--- src/rtl/seq_restoring_divider.sv ---
// Multi-cycle unsigned restoring divider, one trial subtraction per clock.
// Optional divide-by-zero trap enabled with `define DIV_ZERO_TRAP_EN.
module seq_restoring_divider #(
    parameter int unsigned WIDTH = 4
) (
    input  logic             clk,
    input  logic             rst_n,
    input  logic             start,
    input  logic [WIDTH-1:0] dividend,
    input  logic [WIDTH-1:0] divisor,
    output logic             busy,
    output logic             done,
    output logic [WIDTH-1:0] quotient,
    output logic [WIDTH-1:0] remainder,
    output logic             div_by_zero
);

    localparam int unsigned CntW = $clog2(WIDTH);

    typedef enum logic [1:0] {
        StIdle,
        StCalc,
        StDone
    } state_e;

    state_e          state_q, state_d;
    logic [CntW-1:0] cnt_q, cnt_d;
    logic [WIDTH-1:0] dvsr_q, dvsr_d;
    logic [WIDTH-1:0] q_q, q_d;
    logic [WIDTH-1:0] r_q, r_d;
    logic [WIDTH-1:0] quot_q, quot_d;
    logic [WIDTH-1:0] rem_q, rem_d;
    logic             done_q, done_d;
    logic             accept;

    // Trial subtract is WIDTH+1 bits wide plus a borrow bit on top.
    logic [WIDTH:0]   r_shift;
    logic [WIDTH+1:0] trial;
    logic             borrow;

    assign r_shift = {r_q, q_q[WIDTH-1]};
    assign trial   = {1'b0, r_shift} - {2'b00, dvsr_q};
    assign borrow  = trial[WIDTH+1];
    assign accept  = start && (state_q != StCalc);

`ifdef DIV_ZERO_TRAP_EN
    logic dz_q, dz_d;
    logic dz_out_q, dz_out_d;
`endif

    always_comb begin
        state_d = state_q;
        cnt_d   = cnt_q;
        dvsr_d  = dvsr_q;
        q_d     = q_q;
        r_d     = r_q;
        quot_d  = quot_q;
        rem_d   = rem_q;
        done_d  = 1'b0;
`ifdef DIV_ZERO_TRAP_EN
        dz_d     = dz_q;
        dz_out_d = dz_out_q;
`endif
        unique case (state_q)
            StIdle: begin
                state_d = StIdle;
            end
            StCalc: begin
                if (borrow) begin
                    r_d = r_shift[WIDTH-1:0];
                    q_d = {q_q[WIDTH-2:0], 1'b0};
                end else begin
                    r_d = trial[WIDTH-1:0];
                    q_d = {q_q[WIDTH-2:0], 1'b1};
                end
                if (cnt_q == '0) begin
                    state_d = StDone;
                end else begin
                    cnt_d = cnt_q - 1'b1;
                end
            end
            StDone: begin
                // Results are published on the edge that leaves DONE.
                done_d  = 1'b1;
                quot_d  = q_q;
                rem_d   = r_q;
                state_d = StIdle;
`ifdef DIV_ZERO_TRAP_EN
                dz_out_d = dz_q;
`endif
            end
            default: begin
                state_d = StIdle;
            end
        endcase

        if (accept) begin
            state_d = StCalc;
            dvsr_d  = divisor;
            q_d     = dividend;
            r_d     = '0;
            cnt_d   = CntW'(WIDTH - 1);
`ifdef DIV_ZERO_TRAP_EN
            dz_d = 1'b0;
            if (state_q != StDone) begin
                dz_out_d = 1'b0;
            end
            if (divisor == '0) begin
                state_d = StDone;
                q_d     = '1;
                r_d     = dividend;
                dz_d    = 1'b1;
            end
`endif
        end
    end

    always_ff @(posedge clk or negedge rst_n) begin
        if (!rst_n) begin
            state_q <= StIdle;
            cnt_q   <= '0;
            dvsr_q  <= '0;
            q_q     <= '0;
            r_q     <= '0;
            quot_q  <= '0;
            rem_q   <= '0;
            done_q  <= 1'b0;
        end else begin
            state_q <= state_d;
            cnt_q   <= cnt_d;
            dvsr_q  <= dvsr_d;
            q_q     <= q_d;
            r_q     <= r_d;
            quot_q  <= quot_d;
            rem_q   <= rem_d;
            done_q  <= done_d;
        end
    end

`ifdef DIV_ZERO_TRAP_EN
    always_ff @(posedge clk or negedge rst_n) begin
        if (!rst_n) begin
            dz_q     <= 1'b0;
            dz_out_q <= 1'b0;
        end else begin
            dz_q     <= dz_d;
            dz_out_q <= dz_out_d;
        end
    end

    assign div_by_zero = dz_out_q;
`else
    assign div_by_zero = 1'b0;
`endif

    assign busy      = (state_q == StCalc);
    assign done      = done_q;
    assign quotient  = quot_q;
    assign remainder = rem_q;

endmodule

--- config.mk ---
export PLATFORM = sky130hd
export DESIGN_NAME = seq_restoring_divider
export DESIGN_NICKNAME = d
export VERILOG_FILES = /design/src/rtl/seq_restoring_divider.sv
export SDC_FILE = /design/constraint.sdc
export NUM_CORES = 1
export LEC_CHECK = 0
export ABC_AREA = 1
export CORE_MARGIN = 5
export CORE_UTILIZATION = 46
export CTS_CLUSTER_DIAMETER = 80
export CTS_CLUSTER_SIZE = 12
export DETAILED_ROUTE_END_ITERATION = 8
export HOLD_SLACK_MARGIN = 0.05
export PLACE_DENSITY_LB_ADDON = 0.15
export SYNTH_ARGS = -nofsm -noshare
export SYNTH_HDL_FRONTEND = slang
export SYNTH_SLANG_ARGS = --single-unit
--- constraint.sdc ---
create_clock -name clk -period 1.4 [get_ports clk]
set_input_delay 0.21 -clock clk [delete_from_list [all_inputs] [get_ports clk]]
set_output_delay 0.21 -clock clk [all_outputs]
set_load 0.005 [all_outputs]
==> results.py <==
metrics = {
    "setup_path": {
        "crit_type": "reg -> reg",
        "worstSetupEndpointType": "register",
        "worst_path_max_delay_cell": "dfrtp_1",
        "crit_fanout": 4,
        "cp.required_ns": 1.63,
        "startpoint_type": "register",
        "crit_buf_inv": 1,
        "cp_data_arrival_time_ns": 1.63,
        "cpLargestDelayFamily": "simple AND/OR/NAND/NOR gates",
        "max_stage_delay_ns": 0.44,
        "crit_chain": "ha_4 -> inv_2 -> nor2_4 -> nand3_4 -> nand3_4 -> nand2_1 -> nand3_1 -> nand2_1",
    },
    "min_path": {
        "worstHoldPathType": "in -> async",
    },
    "global_routing": {
        "track_usage_pct": 14.5,
        "grt_first_pass_wirelength_um": 4050,
        "overflow": 0,
        "grt_antenna_before_repair": 0,
        "grt_pass1_vias": 992,
        "grt_max_degree": 26,
    },
    "routing": {
        "wire_per_inst_um": 12.5,
        "ant_nets": 0,
        "drt_wl_total_um": 2590,
        "first_pass_iters": 4,
        "wl_met2_um": 1320,
        "drt_iter0_drc": 30,
        "wl_met3_um": 133,
        "highest_layer": "met4",
        "num_vias": 1025,
        "drcViolationCount": 0,
        "via_per_inst": 4.95,
        "met1_length_um": 1110,
    },
    "clock_tree": {
        "clk_path_buf_depth": 2,
        "cts_tree": "done",
        "cts_root_buf": "clkbuf_4",
        "clkTransAtPathRegs_ns": 0.13,
        "cts.sink_count": 25,
        "clk_latency_ns": 0.32,
        "cts_buffers": 3,
        "h-tree-depth": 1,
    },
    "placement": {
        "gp_congestion": 0.833,
        "pre_cts_slack_ns": -0.0462,
        "portBuffers": 20,
        "dp_hpwl_um": 1910,
    },
    "final_layout": {
        "nNetsFinal": 195,
        "final_cell_mix": "43 x nand2_1, 25 x dfrtp_1, 17 x buf_4, 13 x inv_1, 11 x o21ai_1",
        "diodes": 0,
        "fillCellCount": 210,
        "layout-drive-gt1-share_pct": 27.1,
        "mostFrequentLayoutCell": "nand2_1",
        "multiInputGateArea_sq_um": 549,
        "regArea_sq_um": 626,
        "synthToLayoutAreaGrowth_pct": 37.1,
    },
    "timing": {
        "fin_crit_ns": 1.40,
        "fin_skew_ns": 0.0122,
        "grt_setup_unrepaired": "yes",
        "fin_tns_setup_ns": -0.00328,
        "max_freq_mhz": 713,
        "drv_slew": 0,
        "post-route-period-util_pct": 100,
        "setup_viol": 1,
        "hold_ws_ns": 0.227,
        "hold_viol": 0,
        "timing.final.ws_setup_ns": -0.00328,
    },
    "pwr": {
        "p_sw_share_pct": 42.3,
        "p_per_area_nw_per_um2": 2360,
        "combPwrFrac_pct": 60.9,
        "p_clk_share_pct": 8.1,
        "max-vdd-ir-drop_uv": 1370,
        "p_leak_nw": 0.887,
        "p_int_mw": 2.26,
        "p_seq_share_pct": 31.0,
        "power_mw": 3.91,
        "switchingPower_mw": 1.65,
    },
    "yosys": {
        "ys_ff_latch": 25,
        "synth_nets": 156,
        "yosys.cell_types.count": 24,
        "synthCells": 139,
        "yosysSeqAreaShare_pct": 51.7,
        "syn_avg_cell_area_sq_um": 8.70,
        "netlist_area_sq_um": 1210,
        "yosysWarnings": 0,
    },
    "run_status": {
        "status": "finished with violations",
        "violations": "negative setup slack",
    },
    "job": {
        "drv_cap": 0,
    },
    "floorplan": {
        "rows": 18,
        "die_y_um": 61.3,
        "initial_core_util_pct": 48.4,
        "fp.dieW_um": 61.3,
        "num_io_pins": 22,
        "die-area_sq_um": 3760,
        "core_region_area_sq_um": 2500,
    },
}
synth_stat cells:
master / count / area, sq um
inv_2: 7 / 26.3
buf_6: 1 / 11.3
nor2_2: 3 / 18.8
nor2_4: 1 / 11.3
buf_2: 1 / 5.00
inv_1: 15 / 56.3
nor3_1: 1 / 5.00
nand3_1: 5 / 25.0
conb_1: 1 / 3.75
nand4_1: 3 / 18.8
xor2_1: 1 / 8.76
buf_4: 1 / 7.51
o211ai_1: 2 / 15.0
o221ai_1: 2 / 17.5
fa_1: 1 / 20.0
dfrtp_1: 25 / 626
nand2_4: 1 / 11.3
o21ai_1: 11 / 55.1
nand3_2: 1 / 10.0
ha_1: 5 / 62.6
nor2_1: 2 / 7.51
a21oi_1: 1 / 5.00
inv_4: 1 / 6.26
nand2_1: 47 / 176
worst reg2reg max path, cell delays in order (launching register included):
cell	delay [ns]
dfrtp_1	0.44
ha_4	0.28
inv_2	0.04
nor2_4	0.13
nand3_4	0.11
nand3_4	0.12
nand2_1	0.06
nand3_1	0.07
nand2_1	0.06
final timing paths:
check                             start           end  slack, ns  cells after the start
setup / recovery                 r_q[2]        r_q[0]     -0.003                      8
hold / removal                    rst_n  remainder[2]       0.23                      2
setup reg to reg                 r_q[2]        r_q[0]     -0.003                      8
hold reg to reg            remainder[3]  remainder[3]       0.49                      2
max in group asynchronous         rst_n    state_q[1]       0.92                      2
min in group clk             divisor[2]     dvsr_q[2]       0.41                      3
metal layers:
layer  global-route usage [%]  vias to the layer above
li1                         -                      511
met1                     17.0                      485
met2                     26.0                       24
met3                     2.94                        5
met4                     5.26                        0
met5                        0                        -
logic make-up (layout without fill, tap and decap cells):
logic type | count (synthesis) | in the layout | share of synthesized area (%)
AND/OR/NAND/NOR | 64 | 64 | 23.5
XOR/XNOR | 1 | 1 | 0.724
buffers and inverters | 26 | 64 | 9.31
other | 1 | 1 | 0.310
flip-flops | 25 | 25 | 51.7
adder cells (fa/ha/maj) | 6 | 6 | 6.83
AO/OA/AOI/OAI | 16 | 16 | 7.65
area by class of cell:
| type | count | area share [%] |
|---|---|---|
| well taps | 30 | 2.26 |
| clock buffers | 4 | 1.58 |
| flip-flops and latches | 25 | 37.7 |
| multi-input cells | 88 | 33.1 |
| inverters | 23 | 5.35 |
| repair buffers | 37 | 20.0 |
through the flow:
step,cell area (sq um),std cells,util (%)
6_report,1660,207,66.4
5_1_grt,1660,207,66.4
4_1_cts,1560,203,62.2
3_5_place_dp,1500,196,60.0
3_3_place_gp,1500,196,60.0
2_1_floorplan,1210,139,-
registers in the layout, summed over array words and instances (netlist names):
register / cells
quotient: 4
remainder: 4
cnt_q: 2
done: 1
state_q: 2
dvsr_q: 4
q_q: 4
r_q: 4
timing repair:
item | CTS | global route
hold buffers | 0 | 0
setup buffers | 3 | 4
pin swaps | 2 | 11
setup endpoints to repair | 11 | 10
gates resized for setup | 11 | 17
power by group through the flow:
| stage | combinational, mW | sequential [mW] | clock, mW |
|---|---|---|---|
| 6_report | 2.38 | 1.21 | 0.317 |
| 3_3_place_gp | 1.89 | 1.21 | 0 |
| 5_1_grt | 2.66 | 1.24 | 0.367 |
| 4_1_cts | 2.04 | 1.21 | 0.323 |
| 2_1_floorplan | 1.22 | 1.21 | 0 |
| 3_5_place_dp | 1.96 | 1.23 | 0 |
Power figures use the tool's default switching activity.
